<file path="src/rtl/wf_rr_grant_picker_if.sv">
// Request/grant bundle between wavefront slots and the round-robin grant picker.
// The picker sits on the slave side; the requester and stall source sit on the master side.
interface wf_rr_grant_picker_if #(
  parameter int NUM_REQ = 40,
  parameter int ID_BITS = 6
);
  logic [NUM_REQ-1:0] req;
  logic               grant_stall;
  logic               grant_valid;
  logic [ID_BITS-1:0] grant_id;
  logic [ID_BITS-1:0] last_ptr;

  modport master (
    output req,
    output grant_stall,
    input  grant_valid,
    input  grant_id,
    input  last_ptr
  );

  modport slave (
    input  req,
    input  grant_stall,
    output grant_valid,
    output grant_id,
    output last_ptr
  );
endinterface

</file>
<file path="src/rtl/wf_rr_grant_picker.sv">
// Registered round-robin arbiter selecting one wavefront slot per cycle; the grant is
// held while the consumer stalls and priority rotates past the most recent grant.
module wf_rr_grant_picker #(
  parameter int NUM_REQ = 40,
  parameter int ID_BITS = 6
) (
  input logic                 clk,
  input logic                 rst,
  wf_rr_grant_picker_if.slave bus
);

  localparam logic [ID_BITS-1:0] LAST_ID = ID_BITS'(NUM_REQ - 1);

  logic               grant_valid_q;
  logic [ID_BITS-1:0] grant_id_q;
  logic [ID_BITS-1:0] last_ptr_q;

  logic [NUM_REQ-1:0] hi_req;
  logic               hi_found;
  logic [ID_BITS-1:0] hi_idx;
  logic [ID_BITS-1:0] lo_idx;
  logic               found;
  logic [ID_BITS-1:0] idx;

  // Two-pass search: slots strictly above last_ptr first, then the whole vector from 0,
  // which wraps around and ends with last_ptr itself as the final candidate.
  always_comb begin
    // NOTE: every always_comb output gets a default before any conditional write, so no latch is inferred.
    hi_req   = '0;
    hi_found = 1'b0;
    hi_idx   = '0;
    lo_idx   = '0;
    for (int i = 0; i < NUM_REQ; i++) begin
      hi_req[i] = bus.req[i] && (ID_BITS'(i) > last_ptr_q);
    end
    for (int i = NUM_REQ - 1; i >= 0; i--) begin
      if (hi_req[i]) begin
        hi_found = 1'b1;
        hi_idx   = ID_BITS'(i);
      end
      if (bus.req[i]) begin
        lo_idx = ID_BITS'(i);
      end
    end
    found = |bus.req;
    idx   = hi_found ? hi_idx : lo_idx;
  end

  // NOTE: state registers use non-blocking assignments so every flop samples pre-edge values.
  always_ff @(posedge clk) begin
    if (rst) begin
      grant_valid_q <= 1'b0;
      grant_id_q    <= '0;
      last_ptr_q    <= LAST_ID;
    end else if (!(grant_valid_q && bus.grant_stall)) begin
      if (found) begin
        grant_valid_q <= 1'b1;
        grant_id_q    <= idx;
        last_ptr_q    <= idx;
      end else begin
        grant_valid_q <= 1'b0;
      end
    end
  end

  assign bus.grant_valid = grant_valid_q;
  assign bus.grant_id    = grant_id_q;
  assign bus.last_ptr    = last_ptr_q;

endmodule

</file>
<file path="src/flat_wrapper.sv">
// flat-port wrapper written by rule: the top's interface ports become plain ports
module wf_rr_grant_picker_flat 
#(
  parameter int NUM_REQ = 40,
  parameter int ID_BITS = 6
)
  (clk, rst, bus_req, bus_grant_stall, bus_grant_valid, bus_grant_id, bus_last_ptr);
  wf_rr_grant_picker_if #(.NUM_REQ(NUM_REQ), .ID_BITS(ID_BITS)) bus_i ();
  input logic clk;
  input logic rst;
  input wire logic [$bits(bus_i.req)-1:0] bus_req;
  input wire logic [$bits(bus_i.grant_stall)-1:0] bus_grant_stall;
  output wire logic [$bits(bus_i.grant_valid)-1:0] bus_grant_valid;
  output wire logic [$bits(bus_i.grant_id)-1:0] bus_grant_id;
  output wire logic [$bits(bus_i.last_ptr)-1:0] bus_last_ptr;
  assign bus_i.req = bus_req;
  assign bus_i.grant_stall = bus_grant_stall;
  assign bus_grant_valid = bus_i.grant_valid;
  assign bus_grant_id = bus_i.grant_id;
  assign bus_last_ptr = bus_i.last_ptr;
  wf_rr_grant_picker #(.NUM_REQ(NUM_REQ), .ID_BITS(ID_BITS)) u_core (.clk(clk), .rst(rst), .bus(bus_i));
endmodule
</file>
<file path="config.mk">
export PLATFORM = sky130hd
export DESIGN_NAME = wf_rr_grant_picker_flat
export DESIGN_NICKNAME = d
export VERILOG_FILES = /design/src/rtl/wf_rr_grant_picker_if.sv /design/src/rtl/wf_rr_grant_picker.sv /design/src/flat_wrapper.sv
export SDC_FILE = /design/constraint.sdc
export NUM_CORES = 1
export LEC_CHECK = 0
export ABC_CLOCK_PERIOD_IN_PS = 4100
export BUFFER_PORTS_ARGS = -buffer_cell sky130_fd_sc_hd__buf_2
export CORE_MARGIN = 4
export CORE_UTILIZATION = 60
export CTS_BUF_LIST = sky130_fd_sc_hd__clkbuf_4 sky130_fd_sc_hd__clkbuf_8 sky130_fd_sc_hd__clkbuf_16
export CTS_CLUSTER_SIZE = 12
export DETAILED_ROUTE_END_ITERATION = 7
export PLACE_DENSITY = 0.88
export RECOVER_POWER = 50
export SYNTH_ARGS = -nofsm -noshare
export SYNTH_HDL_FRONTEND = slang
export SYNTH_SLANG_ARGS = --single-unit
</file>
<file path="constraint.sdc">
create_clock -name clk -period 4.1 [get_ports clk]
set_input_delay 0.82 -clock clk [delete_from_list [all_inputs] [get_ports clk]]
set_output_delay 0.82 -clock clk [all_outputs]
set_load 0.02 [all_outputs]
</file>
* Word level (Yosys, flattened, before mapping) *
Cells that the tools add are included.

cells by class
  reductions and logical operators = 43
  eq/ne operators = 0
  order comparisons = 40
  mux-type cells = 122
  multiply operators = 0
  div/mod/pow operators = 0
  shift-type cells = 0
  bitwise logic cells = 1
  add/sub/neg operators = 0

operators with widths
  kind                                                                             number
  6-bit two-way mux                                                                81
  5-bit by 6-bit greater-than comparator with 1-bit output (first input constant)  16
  4-bit by 6-bit greater-than comparator with 1-bit output (first input constant)  8
  6-bit greater-than comparator (first input constant)                             8
  1-bit logical AND                                                                41
  1-bit two-way mux                                                                41
  40-bit OR reduction                                                              1
  3-bit by 6-bit greater-than comparator with 1-bit output (first input constant)  4
  1-bit by 6-bit greater-than comparator with 1-bit output (first input constant)  2
  2-bit by 6-bit greater-than comparator with 1-bit output (first input constant)  2
  2-bit AND reduction                                                              1
  1-bit NOT                                                                        1

word-level totals
  ROM bits = 0
  bits in registers = 13
  memories kept = 0
  latch bits = 0
  RAM bits = 0
  logic and storage cells = 209
  input port bits = 43
  output and inout bits = 13

* Longest topological paths before layout *
  word-level depth = 43
  mapped depth = 10
  gate-level depth less buffers = 7

* Worst setup path before layout *
OpenSTA, ideal clock, no wires.

  kind = input port to flip-flop
  start = input port bus_req[11]
  end = register u_core.grant_id_q[0] (netlist: u_core.bus.grant_id[0])
  data required time = 3976 ps
  data arrival time = 2360 ps
  library setup time = 124 ps
  stages on the path = 8
  buffers on the path = 2
  slack = 1616 ps
  cell sequence = clkbuf_1 -> nor4_1 -> nand4_1 -> nor3_1 -> a21oi_1 -> buf_2 -> o211ai_1 -> a21oi_1

between the ends
  word-level cells in the longest chain between the ends = 14
  elaborated cells on any way between the ends = 40
  classes of those cells = 37 x mux; 3 x reduce/logical

ends and longest elaborated chain
  element                                                                      line                      text
  start, declared                                                              flat_wrapper.sv:11        input wire logic [$bits(bus_i.req)-1:0] bus_req;
  1-bit logical AND                                                            wf_rr_grant_picker.sv:34  hi_req[i] = bus.req[i] && (ID_BITS'(i) > last_ptr_q);
  6-bit two-way mux / 1-bit two-way mux (equally long branches) (12 in a row)  wf_rr_grant_picker.sv:37  if (hi_req[i]) begin
  6-bit two-way mux                                                            wf_rr_grant_picker.sv:46  idx = hi_found ? hi_idx : lo_idx;
  end signal, assigned                                                         wf_rr_grant_picker.sv:58  grant_id_q <= idx;
  end, declared                                                                wf_rr_grant_picker.sv:15  logic [ID_BITS-1:0] grant_id_q;

Several ways; a longest one is shown, not always the timed one.
A chain may end at the register's enable or synchronous reset.

* Final worst setup path *
  start = register u_core.last_ptr_q[2] (netlist: u_core.bus.last_ptr[2])
  end = register u_core.grant_id_q[1] (netlist: u_core.bus.grant_id[1])

between the ends
  word-level cells in the longest chain between the ends = 43
  elaborated cells on any way between the ends = 161
  classes of those cells = 40 x order compare; 81 x mux; 40 x reduce/logical

ends and longest elaborated chain
  element                                                                      line                      text
  start, declared                                                              wf_rr_grant_picker.sv:16  logic [ID_BITS-1:0] last_ptr_q;
  start signal, assigned                                                       wf_rr_grant_picker.sv:59  last_ptr_q <= idx;
  6-bit greater-than comparator                                                wf_rr_grant_picker.sv:34
  1-bit logical AND                                                            wf_rr_grant_picker.sv:34
  6-bit two-way mux / 1-bit two-way mux (equally long branches) (40 in a row)  wf_rr_grant_picker.sv:37
  6-bit two-way mux (*)                                                        wf_rr_grant_picker.sv:46

Every way passes the cells marked *; elsewhere a longest branch is shown, timed or not.

==> flow_summary_export.csv <==
group,metric,value,unit
yosys,synthArstFlopShare,0,
yosys,synth_nets,410,
critical_path,slowest_stage,"clkbuf_1",
critical_path,crit_buf_inv,1,
die,io_pins,56,
sta,worstMarginPinSlew,1.08,ns
detailed_routing,wire_per_inst,19.9,um
finish,fin_nets,452,
sta,clock_skew,0.00513,ns
critical_path,crit_required,4.24,ns
flow_run,drv_cap,0,
sta,period_share,0.781,
place,dp_worst_setup_slack,1.10,ns
die,initial_core_util,0.635,
sta,finalHoldViolCount,0,
yosys,synthCells,367,
global_routing,antenna_found_initial,0,
yosys,synth.avg_cell_area,6.53,um2
sta,slew_headroom,0.278,
die,design.core.area,3770,um2
global_routing,grt_pass1_wl,14400,um
cts,htree_levels,1,
finish,area_delta_synth_final,10.7,%
yosys,ys_seq_area_frac,0.0920,
power_and_ir_drop,leakage,1.00,nW
yosys,synth_top_area_frac,0.0920,
power_and_ir_drop,vdd_drop_max,0.000152,V
detailed_routing,via_count,3383,
power_and_ir_drop,power,0.844,mW
global_routing,grt_overflow,0,
detailed_routing,drtPass1Iterations,6,
critical_path,critPathKind,"flip-flop to flip-flop",
cts,post_cts_buffers,0,
cts,cts.clk_slew.worst_paths,0.05,ns
sta,layout_min_cycle_time,3.20,ns
detailed_routing,ant_nets,0,
global_routing,grt_pass1_vias,2954,
detailed_routing,drtIter0Drc,466,
sta,clock.fmax,312,MHz
critical_path,setup.worst_path.start_class,"flip-flop",
yosys,syn-cell-area,2390,um2
yosys,synth_largest_area_cell,"dfxtp_1",
yosys,ys_types,69,
critical_path,worstPathMaxFanout,21,
finish,final_cell_count_no_fill,456,
cts,numCtsBuffers,3,
place,dp_hpwl,6960,um
detailed_routing,met1_length,3620,um
die,die_h,71.2,um
yosys,synth_area_leaders,"dfxtp_1 9.2%, nor2_1 6.9%, o21ai_0 6.7%",
critical_path,slowest_delay,0.72,ns
yosys,ys.flop_type,"dfxtp_1",
sta,tns,0,ns
cts,clockBufferDepth,2,
yosys,yosys-top-cells-count,"44 x nor2_1, 32 x o21ai_0, 28 x a21oi_1",
sta,rsz0062_at_grt,"false",
finish,fill_cells,355,
cts,cts.sinks,11,
cts,post_cts_resized,0,
detailed_routing,drcViolationCount,0,
run_status,status,"completed",
cts,cts-root-buf,"clkbuf_8",
yosys,synth-edff-count,0,
sta,finalSetupViolations,0,
cts,hold_buffers,0,
yosys,synth.most_common_cell,"nor2_1",
critical_path,cp.arrival,3.34,ns
cts,cts_tree,"built",
detailed_routing,top_layer,"met4",
place,gp_congestion,1.09,
critical_path,path_delay_family,"compound AO/OA/AOI/OAI gates",
global_routing,grt_max_degree,26,
critical_path,crit_chain,"clkbuf_1, nor3_1, o21ai_0, a31o_1, nand2b_1, and4bb_4, o211ai_1, a311oi_1",
place,placedCellCount,452,
detailed_routing,met3WireLength,1360,um
yosys,ys_warn_count,0,
detailed_routing,viasPerCell,7.42,
cts,clock_latency,0.24,ns
finish,drive_gt1_frac,0.181,
yosys,ys_ff_latch,11,
die,die_x,71.2,um
sta,drv_slew,0,
finish,antenna_cells,0,
critical_path,end_kind,"flip-flop",
global_routing,grtUsageTotal,0.349,
detailed_routing,wirelength,9060,um
power_and_ir_drop,powerDensity,318,nW/um2
detailed_routing,dr_wl_met2,3800,um
sta,setup_ws,0.898,ns
die,rows,22,
die,die_area,5070,um2
worst_hold_path,min_path_type,"flip-flop to flip-flop",
place,portBuffers,55,
[power breakdown]
part / total, mW / internal, mW / switching, mW
sequential: 0.185 / 0.126 / 0.0594
combinational: 0.544 / 0.196 / 0.348
clock: 0.116 / 0.0749 / 0.0408
[sequential cells by signal, summed over array words and instances (netlist names)]
name / count
u_core.bus.last_ptr: 6
u_core.bus.grant_valid: 1
u_core.bus.grant_id: 4
[path summary, 6_finish.rpt]
| path | startpoint | endpoint | slack [ns] | cells after the start |
|---|---|---|---|---|
| worst max-delay path | u_core.bus.last_ptr[2]$_SDFFE_PP1P_ | u_core.bus.grant_id[1]$_SDFFE_PP0P_ | 0.90 | 8 |
| worst min-delay path | u_core.bus.grant_id[5]$_SDFFE_PP0P_ | u_core.bus.grant_id[5]$_SDFFE_PP0P_ | 0.47 | 2 |
| worst max register to register | u_core.bus.last_ptr[2]$_SDFFE_PP1P_ | u_core.bus.grant_id[1]$_SDFFE_PP0P_ | 0.90 | 8 |
| worst min register to register | u_core.bus.grant_id[5]$_SDFFE_PP0P_ | u_core.bus.grant_id[5]$_SDFFE_PP0P_ | 0.47 | 2 |
[cells in the final DEF, fill, tap and decap left out, drive strengths merged, types with 9 or more instances in the layout]
master / count
o21ai: 39
inv: 17
nor4: 15
nor2: 44
o211ai: 12
nand2: 24
nor3: 16
a21oi: 28
buf: 49
clkbuf: 16
nand2b: 12
nand3: 9
dfxtp: 11
[metrics by stage]
stage	instance area (um2)	hold slack [ns]	utilization
2_1_floorplan	2390	0.533	-
3_3_place_gp	2620	0.447	0.695
3_5_place_dp	2620	0.454	0.695
4_1_cts	2670	0.466	0.708
5_1_grt	2650	0.494	0.703
6_report	2650	0.471	0.703
[area by class of cell]
cell class	count	area [um2]	share of cell area
Clock buffer	4	48.8	0.0184
Inverter	17	63.8	0.0241
Multi-Input combinational cell	315	1960	0.739
Sequential cell	11	220	0.0831
Tap cell	48	60.1	0.0227
Timing Repair Buffer	61	300	0.113
[tightest hold or removal path, delay by kind of cell, from the launching register on]
family	cells	cell delay, ns
compound gates	1	0.05
flops	1	0.31
simple gates	1	0.06
[cells by family (layout without fill, tap and decap cells)]
kind of cell	count (synthesis)	in the layout	share of synthesized area
AOI/OAI and AO/OA	161	161	0.475
buffers and inverters	41	82	0.0904
and+or+nand+nor	154	154	0.343
DFF	11	11	0.0920
[routing by layer]
| layer | global-route usage | up-vias |
|---|---|---|
| met2 | 0.514 | 285 |
| met5 | 0 | - |
| li1 | - | 1525 |
| met4 | 0.132 | 0 |
| met1 | 0.511 | 1537 |
| met3 | 0.0455 | 36 |
Note: power is estimated with default switching activity, not from simulation.
